$ cat src/rtl/ps2_pkg.sv
// Shared types and constants for the PS/2 scan-code sequencer: FSM states,
// protocol byte values and the packed key-event record.
package ps2_pkg;

    typedef enum logic [1:0] {
        ST_IDLE     = 2'd0,
        ST_GOT_E0   = 2'd1,
        ST_GOT_F0   = 2'd2,
        ST_GOT_E0F0 = 2'd3
    } ps2_state_t;

    localparam logic [7:0] PS2_EXT  = 8'hE0;
    localparam logic [7:0] PS2_BRK  = 8'hF0;
    localparam logic [7:0] PS2_ERR0 = 8'h00;
    localparam logic [7:0] PS2_ERRF = 8'hFF;

    localparam int EVT_W = 10;

    typedef struct packed {
        logic       ext;
        logic       brk;
        logic [7:0] code;
    } ps2_evt_t;

    function automatic logic is_err_byte(input logic [7:0] b);
        return (b == PS2_ERR0) || (b == PS2_ERRF);
    endfunction

endpackage

$ cat src/rtl/ps2_scan_ctrl_if.sv
// Receiver-side and event-side handshake bundle of the scan sequencer.
// master = the sequencer, slave = receiver/consumer environment.
interface ps2_scan_ctrl_if;
    logic       rx_listo;
    logic [7:0] codigo_tecla;
    logic       enable_rx;
    logic       ev_valid;
    logic       ev_ready;
    logic [7:0] ev_code;
    logic       ev_ext;
    logic       ev_brk;

    modport master (
        input  rx_listo, codigo_tecla, ev_ready,
        output enable_rx, ev_valid, ev_code, ev_ext, ev_brk
    );

    modport slave (
        output rx_listo, codigo_tecla, ev_ready,
        input  enable_rx, ev_valid, ev_code, ev_ext, ev_brk
    );
endinterface

$ cat src/rtl/ps2_evt_fifo.sv
// Generic synchronous FIFO with count/full/empty; a push while full is only
// accepted when a pop happens in the same cycle.
module ps2_evt_fifo #(
    parameter int WIDTH = 10,
    parameter int DEPTH = 4
) (
    input  logic                     clk,
    input  logic                     rst,
    input  logic                     push,
    input  logic [WIDTH-1:0]         wr_data,
    input  logic                     pop,
    output logic [WIDTH-1:0]         rd_data,
    output logic [$clog2(DEPTH):0]   count,
    output logic                     full,
    output logic                     empty
);
    localparam int AW = $clog2(DEPTH);
    localparam int CW = AW + 1;

    logic [WIDTH-1:0] mem [DEPTH];
    logic [AW-1:0]    wr_ptr_reg;
    logic [AW-1:0]    rd_ptr_reg;
    logic [CW-1:0]    count_reg;
    logic             do_push;
    logic             do_pop;

    assign full    = (count_reg == CW'(DEPTH));
    assign empty   = (count_reg == '0);
    assign count   = count_reg;
    assign do_pop  = pop && !empty;
    assign do_push = push && (!full || do_pop);

    // Head is read combinationally so a pushed entry is visible the next cycle;
    // forced to zero while empty so stale entries never leak out.
    assign rd_data = empty ? '0 : mem[rd_ptr_reg];

    always_ff @(posedge clk) begin
        if (do_push) begin
            mem[wr_ptr_reg] <= wr_data;
        end
    end

    always_ff @(posedge clk or negedge rst) begin
        if (!rst) begin
            wr_ptr_reg <= '0;
            rd_ptr_reg <= '0;
            count_reg  <= '0;
        end else begin
            if (do_push) wr_ptr_reg <= wr_ptr_reg + 1'b1;
            if (do_pop)  rd_ptr_reg <= rd_ptr_reg + 1'b1;
            case ({do_push, do_pop})
                2'b10:   count_reg <= count_reg + 1'b1;
                2'b01:   count_reg <= count_reg - 1'b1;
                default: count_reg <= count_reg;
            endcase
        end
    end
endmodule

$ cat src/rtl/ps2_scan_ctrl.sv
// PS/2 scan sequencer: folds E0/F0 prefixes into key events and queues them.
// Optional typematic-repeat suppression when PS2_REPEAT_FILTER_EN is defined.
module ps2_scan_ctrl
    import ps2_pkg::*;
#(
    parameter int FIFO_DEPTH  = 4,
    parameter int TIMEOUT_CYC = 2_000_000,
    parameter int TO_W        = 21
) (
    input  logic             clk,
    input  logic             rst,
    ps2_scan_ctrl_if.master  bus,
    output logic             err_timeout,
    output logic             err_kbd,
    output logic             err_ovf,
    input  logic             clr_err
);
    localparam int CNT_W = $clog2(FIFO_DEPTH) + 1;
    localparam logic [TO_W-1:0]  TO_LIMIT  = TO_W'(TIMEOUT_CYC - 1);
    localparam logic [CNT_W-1:0] EN_THRESH = CNT_W'(FIFO_DEPTH - 2);

    ps2_state_t       state_reg;
    logic [TO_W-1:0]  to_cnt_reg;
    logic             enable_reg;
    logic             err_timeout_reg;
    logic             err_kbd_reg;
    logic             err_ovf_reg;

    logic [7:0]       rx_byte;
    logic             is_ext;
    logic             is_brk;
    logic             is_err;
    logic             evt_req;
    ps2_evt_t         evt;
    logic             push;
    logic             pop;
    logic             ovf;
    ps2_evt_t         head;
    logic [CNT_W-1:0] fifo_count;
    logic             fifo_full;
    logic             fifo_empty;

    assign rx_byte = bus.codigo_tecla;
    assign is_ext  = (rx_byte == PS2_EXT);
    assign is_brk  = (rx_byte == PS2_BRK);
    assign is_err  = is_err_byte(rx_byte);

    // Any non-prefix, non-error byte completes an event in every state;
    // the current state only decides its ext/brk flags.
    assign evt_req  = bus.rx_listo && !is_ext && !is_brk && !is_err;
    assign evt.code = rx_byte;
    assign evt.ext  = (state_reg == ST_GOT_E0) || (state_reg == ST_GOT_E0F0);
    assign evt.brk  = (state_reg == ST_GOT_F0) || (state_reg == ST_GOT_E0F0);

    assign pop = !fifo_empty && bus.ev_ready;
    assign ovf = push && fifo_full && !pop;

`ifdef PS2_REPEAT_FILTER_EN
    logic       rep_vld_reg;
    logic [8:0] rep_key_reg;
    logic       rep_match;

    assign rep_match = rep_vld_reg && (rep_key_reg == {evt.ext, evt.code});
    assign push      = evt_req && !(rep_match && !evt.brk);

    always_ff @(posedge clk or negedge rst) begin
        if (!rst) begin
            rep_vld_reg <= 1'b0;
            rep_key_reg <= '0;
        end else if (evt_req && evt.brk && rep_match) begin
            rep_vld_reg <= 1'b0;
        end else if (push && !evt.brk && (!fifo_full || pop)) begin
            rep_vld_reg <= 1'b1;
            rep_key_reg <= {evt.ext, evt.code};
        end
    end
`else
    assign push = evt_req;
`endif

    ps2_evt_fifo #(
        .WIDTH (EVT_W),
        .DEPTH (FIFO_DEPTH)
    ) u_fifo (
        .clk     (clk),
        .rst     (rst),
        .push    (push),
        .wr_data (evt),
        .pop     (pop),
        .rd_data (head),
        .count   (fifo_count),
        .full    (fifo_full),
        .empty   (fifo_empty)
    );

    always_ff @(posedge clk or negedge rst) begin
        if (!rst) begin
            state_reg       <= ST_IDLE;
            to_cnt_reg      <= '0;
            enable_reg      <= 1'b0;
            err_timeout_reg <= 1'b0;
            err_kbd_reg     <= 1'b0;
            err_ovf_reg     <= 1'b0;
        end else begin
            err_timeout_reg <= 1'b0;
            err_kbd_reg     <= 1'b0;
            enable_reg      <= (fifo_count <= EN_THRESH);

            if (ovf) begin
                err_ovf_reg <= 1'b1;
            end else if (clr_err) begin
                err_ovf_reg <= 1'b0;
            end

            // A consumed byte always takes priority over an expiring timeout.
            if (bus.rx_listo) begin
                to_cnt_reg <= '0;
                case (state_reg)
                    ST_IDLE: begin
                        if (is_ext)      state_reg   <= ST_GOT_E0;
                        else if (is_brk) state_reg   <= ST_GOT_F0;
                        else if (is_err) err_kbd_reg <= 1'b1;
                    end
                    ST_GOT_E0: begin
                        if (is_brk) begin
                            state_reg <= ST_GOT_E0F0;
                        end else if (!is_ext) begin
                            err_kbd_reg <= is_err;
                            state_reg   <= ST_IDLE;
                        end
                    end
                    ST_GOT_F0, ST_GOT_E0F0: begin
                        err_kbd_reg <= is_err || is_ext || is_brk;
                        state_reg   <= ST_IDLE;
                    end
                endcase
            end else if (state_reg == ST_IDLE) begin
                to_cnt_reg <= '0;
            end else if (to_cnt_reg == TO_LIMIT) begin
                state_reg       <= ST_IDLE;
                err_timeout_reg <= 1'b1;
                to_cnt_reg      <= '0;
            end else begin
                to_cnt_reg <= to_cnt_reg + 1'b1;
            end
        end
    end

    assign bus.enable_rx = enable_reg;
    assign bus.ev_valid  = !fifo_empty;
    assign bus.ev_code   = head.code;
    assign bus.ev_ext    = head.ext;
    assign bus.ev_brk    = head.brk;
    assign err_timeout   = err_timeout_reg;
    assign err_kbd       = err_kbd_reg;
    assign err_ovf       = err_ovf_reg;
endmodule

$ cat src/flat_wrapper.sv
// flat-port wrapper written by rule: the top's interface ports become plain ports
module ps2_scan_ctrl_flat import ps2_pkg::*;
#(
    parameter int FIFO_DEPTH  = 4,
    parameter int TIMEOUT_CYC = 2_000_000,
    parameter int TO_W        = 21
)
  (clk, rst, err_timeout, err_kbd, err_ovf, clr_err, bus_rx_listo, bus_codigo_tecla, bus_ev_ready, bus_enable_rx, bus_ev_valid, bus_ev_code, bus_ev_ext, bus_ev_brk);
  ps2_scan_ctrl_if bus_i ();
  input  logic clk;
  input  logic rst;
  output logic err_timeout;
  output logic err_kbd;
  output logic err_ovf;
  input  logic clr_err;
  input wire logic [$bits(bus_i.rx_listo)-1:0] bus_rx_listo;
  input wire logic [$bits(bus_i.codigo_tecla)-1:0] bus_codigo_tecla;
  input wire logic [$bits(bus_i.ev_ready)-1:0] bus_ev_ready;
  output wire logic [$bits(bus_i.enable_rx)-1:0] bus_enable_rx;
  output wire logic [$bits(bus_i.ev_valid)-1:0] bus_ev_valid;
  output wire logic [$bits(bus_i.ev_code)-1:0] bus_ev_code;
  output wire logic [$bits(bus_i.ev_ext)-1:0] bus_ev_ext;
  output wire logic [$bits(bus_i.ev_brk)-1:0] bus_ev_brk;
  assign bus_i.rx_listo = bus_rx_listo;
  assign bus_i.codigo_tecla = bus_codigo_tecla;
  assign bus_i.ev_ready = bus_ev_ready;
  assign bus_enable_rx = bus_i.enable_rx;
  assign bus_ev_valid = bus_i.ev_valid;
  assign bus_ev_code = bus_i.ev_code;
  assign bus_ev_ext = bus_i.ev_ext;
  assign bus_ev_brk = bus_i.ev_brk;
  ps2_scan_ctrl #(.FIFO_DEPTH(FIFO_DEPTH), .TIMEOUT_CYC(TIMEOUT_CYC), .TO_W(TO_W)) u_core (.clk(clk), .rst(rst), .bus(bus_i), .err_timeout(err_timeout), .err_kbd(err_kbd), .err_ovf(err_ovf), .clr_err(clr_err));
endmodule
$ cat config.mk
export PLATFORM = sky130hd
export DESIGN_NAME = ps2_scan_ctrl_flat
export DESIGN_NICKNAME = d
export VERILOG_FILES = /design/src/rtl/ps2_pkg.sv /design/src/rtl/ps2_scan_ctrl_if.sv /design/src/rtl/ps2_evt_fifo.sv /design/src/rtl/ps2_scan_ctrl.sv /design/src/flat_wrapper.sv
export SDC_FILE = /design/constraint.sdc
export NUM_CORES = 1
export LEC_CHECK = 0
export CAP_MARGIN = 20
export CORE_ASPECT_RATIO = 1.75
export CORE_MARGIN = 4
export CORE_UTILIZATION = 50
export CTS_BUF_LIST = sky130_fd_sc_hd__clkbuf_2 sky130_fd_sc_hd__clkbuf_4 sky130_fd_sc_hd__clkbuf_8
export CTS_CLUSTER_DIAMETER = 60
export DETAILED_ROUTE_END_ITERATION = 16
export PLACE_DENSITY = 0.76
export SKIP_LAST_GASP = 1
export SLEW_MARGIN = 20
export SYNTH_ARGS = -nofsm -noshare
export SYNTH_HDL_FRONTEND = slang
export SYNTH_SLANG_ARGS = --single-unit
$ cat constraint.sdc
create_clock -name clk -period 5.2 [get_ports clk]
set_clock_uncertainty 0.15 [all_clocks]
set_input_delay 1.56 -clock clk [delete_from_list [all_inputs] [get_ports clk]]
set_output_delay 1.56 -clock clk [all_outputs]
set_load 0.02 [all_outputs]
==> results by group <==
Final layout
  • Commonest non-fill, non-tap cell in the layout: edfxtp_1
  • Nets@finish: 295
  • P&R area growth vs syn: 16.8%
  • Highest-count cells in the layout ignoring fill and taps: 40 x edfxtp_1, 34 x dfrtp_1, 30 x nor2_1, 27 x clkdlybuf4s50_1
  • Ratio of cells with drive above 1 in the final layout: 0.125
  • Post-Route Utilization: 0.599
  • Antenna cells: 0
  • Max reg flops: 40

Global routing
  • Pin count of the biggest net entering global routing: 35
  • All-layer global routing usage: 0.165
  • First-pass GRT wire length: roughly 10 mm
  • Antenna violations before repair: 0
  • Vias in the first global route: ~2100
  • Grt total ovfl: 0

Setup path
  • Req. time, crit path: 3.49 ns
  • CP Launch Point: u_core.u_fifo.rd_ptr_reg[0]
  • Setup CP Type: flop to output port
  • R2R Path End: u_core.u_fifo.count[1]
  • Ordered list of cells on the worst path: mux4_2, and2_1, clkdlybuf4s50_1
  • Crit path launch type: flop
  • Largest fanout on the critical path: 12
  • CP endpoint: bus_ev_code[4]
  • Worst r2r path cells: 7
  • Slowest library cell on the worst path: dfrtp_1
  • Worst stage delay on the critical path: ~0.82 ns
  • Critical Path AT: ~2.4 ns
  • CP endpoint kind: output port
  • Worst r2r src: u_core.u_fifo.count[0]
  • R2r setup slk: 2.47 ns

Synthesis
  • Sequential fraction of the synthesis area: 0.616
  • Count of different cell masters after synthesis: between 40 and 50
  • Post-Synthesis Cells: about 240
  • Main combinational cell family by area after synthesis: simple AND/OR/NAND/NOR gates
  • Asr flop ratio synth: 0.459
  • Adder-cell share of the synthesized area: 0.0248
  • Mapped cell area: 3330 um2
  • XOR/XNOR Fraction of Synth Area: 0.0631
  • Synth Area in Compound Gates: 0.0229
  • Mux contribution to synthesized area: 0.0800
  • Net Count, Synth: between 200 and 300
  • Yosys reg bits: 74
  • Simple logic cell fraction of the synthesized area: 0.175
  • Number of synthesized flops with an enable pin: 40
  • Most used DFF post-synth: edfxtp_1
  • Syn_area_per_cell: ~14 um2
  • Synthesis warning total: 0

Clock tree
  • Num CTS Buffers: 9
  • Clk_lat worst skew: 0.34 ns
  • Cts repair resizes: 0
  • Hold Buf Count CTS: 0
  • CTS H-tree lvls: 3
  • CTS tree: done
  • Root Buffer: clkbuf_8
  • Clock slew at reported path FFs: ~0.070 ns
  • Sink Count: 74
  • Clock buffer depth: 2
  • # Post-CTS Setup Buffers: 0

Die
  • Row cnt: 39
  • Die Ht: 116 um
  • Starting Density: 0.513
  • Die width: 69.7 um
  • Core area: 6490 um2
  • I/O Pins: 28
  • Die area: around 8100 um2

STA
  • Least-Margin Pin Slew: roughly 0.74 ns
  • Worst hold margin: 0.350 ns
  • Relative slew slack: 0.507
  • Final hold vios: 0
  • Post-route setup TNS: 0 ns
  • Max Clk Rate: 241 MHz
  • Final setup fails: 0
  • Fin. max-slew vios: 0
  • Period minus WS final: 4.15 ns
  • Period utilization: 0.799
  • RSZ-0062 raised after global routing: no

Placed design
  • IO Port Bufs: 27
  • Routability cong.: 0.787
  • Post-DP HPWL: between 4 and 5 mm

Routing
  • Initial DRC count: 175
  • Vias: ~2000
  • Drt pass-1 iters: 4
  • Wire length per cell: 16.3 um
  • # DRC: 0
  • Final WL: around 6 mm
  • Post-DRT Antenna Nets: 0
  • Vias per cell: around 5.5

Power
  • Peak supply drop: 0.284 mV
  • Power per cell area: 477 nW/um2
  • Leak pwr: around 1.4 nW

Outcome
  • Status: completed

Hold path
  • HP Class: flop to flop
  • Hold Path Cell Cnt: 1
  • Hold Path Origin: u_core.u_fifo.count[2]

Run
  • Max Cap Viol: 0
## layout make-up
class / count / area, um2
Timing Repair Buffer: 29 / 285
Clock buffer: 12 / 146
Fill cell: 510 / 2600
Inverter: 4 / 15.0
Clock inverter: 4 / 67.6
Multi-Input combinational cell: 158 / 1220
Tap cell: 82 / 103
Sequential cell: 74 / 2050
## Yosys cell counts (2+ instances only)
library cell	number	area [um2]
a21oi_1	2	10.0
and2_1	16	100
and3_1	4	25.0
and4_1	2	17.5
clkbuf_1	5	18.8
dfrtp_1	34	851
edfxtp_1	40	1200
ha_1	5	62.6
inv_1	4	15.0
mux2i_1	3	30.0
mux4_2	10	225
nand2_1	10	37.5
nand2b_1	3	18.8
nand3_1	13	65.1
nand4_1	8	50.1
nor2_1	30	113
nor2b_1	3	18.8
nor3_1	2	10.0
nor4_2	2	25.0
nor4b_1	2	17.5
o21ai_0	3	15.0
xnor2_1	8	70.1
xor2_1	16	140
## where the power goes
| part | switching [mW] | total, mW | internal [mW] |
|---|---|---|---|
| Combinational | 0.265 | 0.570 | 0.305 |
| Sequential | 0.0888 | 0.810 | 0.721 |
| Clock | 0.192 | 0.475 | 0.283 |
## cells by family after synthesis
logic type,Yosys count
compound gates,11
simple gates,103
flops,74
mux,14
buf+inv,12
fa+ha+maj,6
xor+xnor,24
## routing by layer
layer  GRT usage  up-vias  share of wire
li1            -      939              -
met1       0.174      991           0.39
met2       0.310       51           0.55
met3      0.0460       14          0.036
met4      0.0639        0          0.025
met5           0        -              0
## metrics by stage
| stage | cells | setup WS, ns | cell area [um2] | power, mW |
|---|---|---|---|---|
| 6_report | 363 | 1.05 | 3890 | 1.85 |
| 3_5_place_dp | 347 | 0.796 | 3670 | 1.40 |
| 2_1_floorplan | 244 | 1.58 | 3330 | 1.17 |
| 5_1_grt | 363 | 0.870 | 3890 | 1.96 |
| 4_1_cts | 363 | 0.984 | 3890 | 1.88 |
| 3_3_place_gp | 347 | 0.879 | 3670 | 1.39 |
## worst max-delay path: cells and delay by family, from the launching register on
kind	cells	cell delay, ns
flops	1	0.82
mux	1	0.58
buf+inv	1	0.54
simple gates	1	0.17
## worst min path at each step
stage and endpoint:
2_1_floorplan u_core.to_cnt_reg[0], 3_3_place_gp u_core.to_cnt_reg[0], 3_5_place_dp u_core.to_cnt_reg[0], 4_1_cts u_core.bus.enable_rx, 5_1_grt u_core.bus.enable_rx, 6_report u_core.bus.enable_rx
No activity file was read; power rests on OpenSTA's default activity.
